===== config.mk =====
export PLATFORM = sky130hd
export DESIGN_NAME = console_writer
export DESIGN_NICKNAME = d
export VERILOG_FILES = /design/src/rtl/console_writer_pkg.sv /design/src/rtl/console_writer.sv
export SDC_FILE = /design/constraint.sdc
export NUM_CORES = 1
export LEC_CHECK = 0
export ABC_CLOCK_PERIOD_IN_PS = 3200
export BUFFER_PORTS_ARGS = -buffer_cell sky130_fd_sc_hd__buf_2
export CORE_AREA = 2 2 103 75
export CTS_BUF_LIST = sky130_fd_sc_hd__clkbuf_4 sky130_fd_sc_hd__clkbuf_8
export CTS_CLUSTER_SIZE = 40
export DETAILED_ROUTE_END_ITERATION = 8
export DIE_AREA = 0 0 105 77
export GPL_TIMING_DRIVEN = 1
export HOLD_SLACK_MARGIN = 0.08
export PLACE_DENSITY = 0.71
export RECOVER_POWER = 25
export SYNTH_ARGS = -nofsm -noshare
export SYNTH_HDL_FRONTEND = slang
export SYNTH_SLANG_ARGS = --single-unit
export TNS_END_PERCENT = 20

===== constraint.sdc =====
create_clock -name I_clock -period 3.2 [get_ports I_clock]
set_input_delay 0.16 -clock I_clock [delete_from_list [all_inputs] [get_ports I_clock]]
set_output_delay 0.16 -clock I_clock [all_outputs]
set_load 0.02 [all_outputs]

===== src/rtl/console_writer_pkg.sv =====
// Shared definitions for the text console: writer FSM states, control codes and
// the tile-memory address map used by both the writer and the scanout.
package console_writer_pkg;

    typedef logic [1:0] state_t;

    localparam state_t ST_IDLE    = 2'd0;
    localparam state_t ST_PUT     = 2'd1;
    localparam state_t ST_CLR_ROW = 2'd2;
    localparam state_t ST_CLR_ALL = 2'd3;

    localparam logic [7:0] CC_BS = 8'h08;
    localparam logic [7:0] CC_LF = 8'h0A;
    localparam logic [7:0] CC_FF = 8'h0C;
    localparam logic [7:0] CC_CR = 8'h0D;

    localparam logic [15:0] INDEX_BASE = 16'h4800;
    localparam logic [15:0] TILES_BASE = 16'h4000;

    // The index map is laid out 32 cells per row, so row*32+col is a plain concatenation.
    function automatic logic [15:0] cell_addr(input logic [15:0] base,
                                              input logic [4:0]  row,
                                              input logic [4:0]  col);
        return base + {6'b0, row, col};
    endfunction

endpackage


===== src/rtl/console_writer.sv =====
// Character-stream console writer: turns characters and control codes into
// tile-index writes, with row and full-screen clears.
module console_writer
    import console_writer_pkg::*;
#(
    parameter logic [15:0] P_index_base = INDEX_BASE,
    parameter int          P_cols       = 32,
    parameter int          P_rows       = 30,
    parameter logic [7:0]  P_fill       = 8'h20
) (
    input  logic        I_clock,
    input  logic        I_reset,
    input  logic [7:0]  I_char_data,
    input  logic        I_char_valid,
    output logic        O_char_ready,
    output logic [15:0] O_mem_addr,
    output logic [7:0]  O_mem_data,
    output logic        O_mem_write,
    input  logic        I_mem_wait,
    output logic [4:0]  O_cursor_col,
    output logic [4:0]  O_cursor_row,
    output logic        O_busy
);

    localparam logic [4:0]  COL_LAST = 5'(P_cols - 1);
    localparam logic [4:0]  ROW_LAST = 5'(P_rows - 1);
    localparam logic [10:0] LAST_ALL = 11'(P_cols * P_rows - 1);
    localparam logic [10:0] LAST_ROW = 11'(P_cols - 1);

    state_t      state;
    logic [4:0]  cur_col, cur_row;
    logic [4:0]  clr_col, clr_row;
    logic [10:0] clr_idx;
    logic        put_adv;
    logic        mem_write;
    logic [15:0] mem_addr;
    logic [7:0]  mem_data;

    logic [4:0]  cur_row_next;
    logic [4:0]  clr_col_next, clr_row_next;
    logic        clr_last;

    always_comb begin
        cur_row_next = (cur_row == ROW_LAST) ? 5'd0 : cur_row + 5'd1;
        clr_col_next = (clr_col == COL_LAST) ? 5'd0 : clr_col + 5'd1;
        clr_row_next = clr_row;
        if (clr_col == COL_LAST)
            clr_row_next = (clr_row == ROW_LAST) ? 5'd0 : clr_row + 5'd1;
        clr_last = (state == ST_CLR_ALL) ? (clr_idx == LAST_ALL) : (clr_idx == LAST_ROW);
    end

    // NOTE: all state uses non-blocking assignments so every branch below reads
    // pre-edge values; the reset branch is asynchronous and restarts the full clear.
    always_ff @(posedge I_clock or negedge I_reset) begin
        if (!I_reset) begin
            state     <= ST_CLR_ALL;
            cur_col   <= 5'd0;
            cur_row   <= 5'd0;
            clr_col   <= 5'd0;
            clr_row   <= 5'd0;
            clr_idx   <= 11'd0;
            put_adv   <= 1'b0;
            mem_write <= 1'b0;
            mem_addr  <= P_index_base;
            mem_data  <= P_fill;
        end else begin
            case (state)
                ST_IDLE: if (I_char_valid) begin
                    case (I_char_data)
                        CC_CR: cur_col <= 5'd0;
                        CC_LF: begin
                            cur_col   <= 5'd0;
                            cur_row   <= cur_row_next;
                            state     <= ST_CLR_ROW;
                            clr_idx   <= 11'd0;
                            clr_col   <= 5'd0;
                            clr_row   <= cur_row_next;
                            mem_addr  <= cell_addr(P_index_base, cur_row_next, 5'd0);
                            mem_data  <= P_fill;
                            mem_write <= 1'b1;
                        end
                        CC_FF: begin
                            cur_col   <= 5'd0;
                            cur_row   <= 5'd0;
                            state     <= ST_CLR_ALL;
                            clr_idx   <= 11'd0;
                            clr_col   <= 5'd0;
                            clr_row   <= 5'd0;
                            mem_addr  <= P_index_base;
                            mem_data  <= P_fill;
                            mem_write <= 1'b1;
                        end
                        CC_BS: if (cur_col != 5'd0) begin
                            cur_col   <= cur_col - 5'd1;
                            state     <= ST_PUT;
                            put_adv   <= 1'b0;
                            mem_addr  <= cell_addr(P_index_base, cur_row, cur_col - 5'd1);
                            mem_data  <= P_fill;
                            mem_write <= 1'b1;
                        end
                        default: begin
                            state     <= ST_PUT;
                            put_adv   <= 1'b1;
                            mem_addr  <= cell_addr(P_index_base, cur_row, cur_col);
                            mem_data  <= I_char_data;
                            mem_write <= 1'b1;
                        end
                    endcase
                end

                // The cursor only advances once the character write has landed.
                ST_PUT: if (!I_mem_wait) begin
                    if (put_adv && cur_col == COL_LAST) begin
                        cur_col   <= 5'd0;
                        cur_row   <= cur_row_next;
                        state     <= ST_CLR_ROW;
                        clr_idx   <= 11'd0;
                        clr_col   <= 5'd0;
                        clr_row   <= cur_row_next;
                        mem_addr  <= cell_addr(P_index_base, cur_row_next, 5'd0);
                        mem_data  <= P_fill;
                    end else begin
                        if (put_adv)
                            cur_col <= cur_col + 5'd1;
                        mem_write <= 1'b0;
                        state     <= ST_IDLE;
                    end
                end

                // Straight out of reset no write is pending yet; the first cycle raises the strobe.
                ST_CLR_ROW, ST_CLR_ALL: begin
                    if (!mem_write) begin
                        mem_write <= 1'b1;
                    end else if (!I_mem_wait) begin
                        if (clr_last) begin
                            mem_write <= 1'b0;
                            state     <= ST_IDLE;
                        end else begin
                            clr_idx  <= clr_idx + 11'd1;
                            clr_col  <= clr_col_next;
                            clr_row  <= clr_row_next;
                            mem_addr <= cell_addr(P_index_base, clr_row_next, clr_col_next);
                        end
                    end
                end
            endcase
        end
    end

    assign O_char_ready = (state == ST_IDLE);
    assign O_busy       = (state != ST_IDLE);
    assign O_mem_write  = mem_write;
    assign O_mem_addr   = mem_addr;
    assign O_mem_data   = mem_data;
    assign O_cursor_col = cur_col;
    assign O_cursor_row = cur_row;

endmodule


# [Word-level counts from Yosys, hierarchy flattened]
# Cells that the tools add are included.
[totals] reg_bits=59 in_bits=12 out_inout_bits=37 elab_cells=138
[op_classes] addsub=10 mux=72 n_reduce_logical=17 bitwise=1 n_eq_ne=28
[op_table] op="16-bit 2-to-1 mux" n=7
[op_table] op="5-bit 2-to-1 mux" n=22
[op_table] op="11-bit 2-to-1 mux" n=7
[op_table] op="15-bit by 10-bit adder with 16-bit output, first input constant" n=4
[op_table] op="16-bit one-hot mux with 4 select lines" n=1
[op_table] op="16-bit one-hot mux with 3 select lines" n=1
[op_table] op="5-bit one-hot mux with 2 select lines" n=4
[op_table] op="11-bit one-hot mux with 3 select lines" n=1
[op_table] op="8-bit by 4-bit == test with 1-bit output, second input constant" n=4
[op_table] op="8-bit 2-to-1 mux" n=4
[op_table] op="5-bit one-hot mux with 3 select lines" n=2
[op_table] op="8-bit one-hot mux with 3 select lines" n=1
[op_table] op="2-bit != test, second input constant" n=11
[op_table] op="7-bit AND reduction" n=3
[op_table] op="5-bit by 1-bit adder with 5-bit output, second input constant" n=4
[op_table] op="5-bit == test, second input constant" n=4
[op_table] op="8-bit one-hot mux with 2 select lines" n=1
[op_table] op="2-bit 2-to-1 mux" n=7
[op_table] op="6-bit AND reduction" n=2
[op_table] op="11-bit by 1-bit adder with 11-bit output, second input constant" n=1
[op_table] op="11-bit by 10-bit == test with 1-bit output, second input constant" n=1
[op_table] op="11-bit by 5-bit == test with 1-bit output, second input constant" n=1
[op_table] op="5-bit AND reduction" n=2
[op_table] op="1-bit 2-to-1 mux" n=9
[op_table] op="19 further kinds" n=24

# [Logic depth before layout (Yosys ltp)]
[logic_depth] ltp_word=8 mapped_depth=10 mapped_depth_nobuf=8

# [Worst setup path before layout]
# Ideal clock, no wire load.
[synth_timing] path_type="reg-to-reg" startpoint="register cur_col[0] (netlist: O_cursor_col[0])" endpoint="register clr_idx[10]" arrival_ns=2.318 setup_ns=0.126 path_stages_with_launch=11 n_path_buf=2 setup_slack_ns=0.756 cell_sequence="dfrtp_1 ha_1 and3_1 ha_1 nand3b_1 a21oi_1 a31o_2 buf_2 nand3_2 buf_4 a221o_1"
[synth_between] elab_chain_len=4
[synth_lines] element="from (decl)" line_no="console_writer.sv:31" rtl="logic [4:0] cur_col, cur_row;"
[synth_lines] element="from (signal assigned)" line_no="console_writer.sv:94" rtl="cur_col <= cur_col - 5'd1;"
[synth_lines] element="from (signal assigned)" line_no="console_writer.sv:124" rtl="cur_col <= cur_col + 5'd1;"
[synth_lines] element="5-bit == test" line_no="console_writer.sv:113" rtl="if (put_adv && cur_col == COL_LAST) begin"
[synth_lines] element="1-bit logical AND" line_no="console_writer.sv:113"
[synth_lines] element="2-bit != test (no line)"
[synth_lines] element="7-bit AND reduction (no line)"
[synth_lines] element="to (signal assigned)" line_no="console_writer.sv:139" rtl="clr_idx <= clr_idx + 11'd1;"
[synth_lines] element="to (decl)" line_no="console_writer.sv:33" rtl="logic [10:0] clr_idx;"
# No other way between the ends.
# A chain may end at the register's enable or synchronous reset.

# [Worst setup path after layout]
[layout_timing] startpoint="register cur_col[0] (netlist: O_cursor_col[0])" endpoint="register clr_idx[2]"
# Same word-level chain as after synthesis.

==> qor.txt <==
leading area contributor after synthesis - dfrtp_1
area of the multi-input gates - 1910 um^2
Layout Nets - 410
mux cell area share after synthesis - 0.0943
GR Overflow Total - 0
Max-Cap Viols - 1
die area - 8090 um^2
clk slew on worst S/H paths - 0.10 ns
Top Metal Used - met4
most frequent cells in the layout - dfrtp_1, mux2_2, nor2_1, buf_2, nand2_1
antenna violations before repair - 0
failing checks - max-capacitance violations, max-slew violations
relative slew slack - -0.215
Routed met1 length - 4.03 mm
Initial DRC Count - 140
first-pass GRT wire length - 13.6 mm
WS Path Type - reg2reg
fmax - 0.375 GHz
Seq/Total Area, Yosys - 0.390
total track usage - 0.203
largest cells by area after synthesis - dfrtp_1, mux2_2, ha_1, nor2_1, nand2_1
mapped cell area - 3410 um^2
status - finished with violations
final setup fails - 0
Core Rows - 26
diode count - 0
Required @ worst endpoint - 3.40 ns
mean post-synth cell area - 9.74 um^2
clk root buf - clkbuf_8
adder-cell share of the synthesized area - 0.0404
Yosys top cell area share - 0.367
total CTS buffers - 5
port buffer count - 42
Arrival @ worst endpoint - 2.87 ns
Routed Antenna Nets - 0
Setup Skew - 0.00471 ns
met3 wire len - 299 um
post-synthesis register bit count - 53
Starting Density - 0.481
CTS Buffer Depth - 2
post-layout min period - 2.66 ns
number of synthesized flops with an enable pin - 0
core area - 7090 um^2
Worst setup EP type - flip-flop
Fill cells - 679
Avg Vias per Cell - 5.74
per-cell routed wire length - 16.2 um
register area - 1330 um^2
Final GP Congestion - 0.917
Final Cycle Share - 0.832
Clock Latency Late Sink - 0.32 ns
synth warn - 0
Cells after Synth - 350
die height - 77 um
chip width - 105 um
Max IR drop VDD - 0.397 mV
count of different cell masters after synthesis - 68
Synth Area in Simple Gates - 0.195
CTS tree - yes
Worst-Margin Slew - 1.82 ns
H-tree levels - 2
met2 wire len - 3.41 mm
Hold Fails Final Rpt - 0
Compound-Gate Fraction of Synth Area - 0.205
RSZ-0062 raised after global routing - no
Final HPWL DP - 5.72 mm
commonest non-fill, non-tap cell in the layout - dfrtp_1
largest net degree at the start of global routing - 34
DR vias - 2790
P&R area growth vs syn - 11.0%
pins over their slew limit - 34
Final Util - 0.534
I/O pin total - 49
vias in the first global route - 2748
Synth Flop Type - dfrtp_1
drc violations - 0
Leakage - 1.74 nW
XOR/XNOR Fraction of Synth Area - 0.0206
largest family of logic cells by synthesized area - compound AO/OA/AOI/OAI gates
Setup crit start kind - flip-flop
FFs w/ async S/R, synth - 1.00
hold crit path type - in2reg
setup tns final - 0 ns
share of layout cells above drive strength 1 - 0.198
final WL - 7.86 mm
post_cts resized - 0
CTS sink cnt - 53
drt pass-1 iters - 4
pwr/cell area - 715 nW/um^2
CP Max Fanout - 19
[report_power, final]
part / switching, mW / total, mW / internal (mW)
Sequential: 0.227 / 1.10 / 0.869
Clock: 0.240 / 0.555 / 0.315
Combinational: 0.612 / 1.06 / 0.445
[routing by layer]
metal / up-vias / track usage
met4: 0 / 0.0733
li1: 1369 / -
met2: 61 / 0.295
met1: 1348 / 0.303
met5: - / 0
met3: 12 / 0.0332
[state kept, by name (all words and copies together), names as in the netlist]
name,count
O_cursor_col,5
O_cursor_row,5
O_mem_addr,10
O_mem_data,8
O_mem_write,1
clr_col,5
clr_idx,11
clr_row,5
put_adv,1
state,2
[path summary, 6_finish.rpt]
kind | depth (start not counted) | start | endpoint | slack (ns)
worst min register to register | 2 | O_mem_data[5] | O_mem_data[5] | 0.48
min in group asynchronous | 2 | I_reset | clr_idx[10] | 0.88
max in group asynchronous | 3 | I_reset | clr_idx[5] | 1.18
worst max register to register | 8 | O_cursor_col[0] | clr_idx[2] | 0.54
worst max-delay path | 8 | O_cursor_col[0] | clr_idx[2] | 0.54
worst min-delay path | 2 | I_char_data[3] | O_mem_data[3] | 0.08
[synth_stat cells, drive strengths merged (2+ instances only)]
cell     count
or3          2
buf         14
o211ai       7
dfrtp       50
o22ai        5
a221o        6
a21oi       14
xor2         6
nor4b        3
nor2        24
o21ai        8
mux2        25
a22o         8
dfstp        3
a211o        7
conb         2
nor2b        7
o21a         3
nand2b       3
nor3        12
and2         6
o2111ai      2
o2bb2ai      2
mux2i        4
and4b        2
o21bai       5
a22oi        2
nand3       10
inv         16
xnor2        2
a21o         4
nand2       22
and3        11
a31oi        6
nor3b        2
clkbuf       6
ha          11
nand4       11
[repair_timing]
| action | CTS | global route |
|---|---|---|
| hold endpoints to repair | 29 | 0 |
| setup buffers | 0 | 0 |
| hold buffers | 1 | 0 |
[cell families after synthesis]
logic type,count (synthesis)
xor+xnor,8
buf+inv,36
fa+ha+maj,11
simple gates,120
other cells,2
compound gates,91
mux,29
flops,53
[layout make-up]
| cell class | instances | area share |
|---|---|---|
| Timing Repair Buffer | 46 | 0.0582 |
| Clock buffer | 5 | 0.0182 |
| Tap cell | 98 | 0.0324 |
| Multi-Input combinational cell | 265 | 0.506 |
| Clock inverter | 3 | 0.0182 |
| Inverter | 16 | 0.0159 |
| Sequential cell | 53 | 0.351 |
[per-stage QoR]
step	setup WS (ns)	instance area (um^2)	hold slack (ns)	std cells	power, mW
2_1_floorplan	0.756	3420	-0.136	354	1.87
3_3_place_gp	0.682	3660	0.272	477	2.15
3_5_place_dp	0.613	3660	0.282	477	2.17
4_1_cts	0.577	3810	0.0805	486	2.73
5_1_grt	0.348	3780	0.0869	486	2.89
6_report	0.536	3780	0.0815	486	2.71
[worst max-delay path, stage by stage (launching register included)]
cell	delay (ns)
dfrtp_1	0.51
ha_1	0.23
and3_1	0.17
ha_1	0.21
nand3b_1	0.09
a21oi_1	0.15
a31o_2	0.24
nand3_2	0.44
a221o_1	0.50
Power figures use the tool's default switching activity.
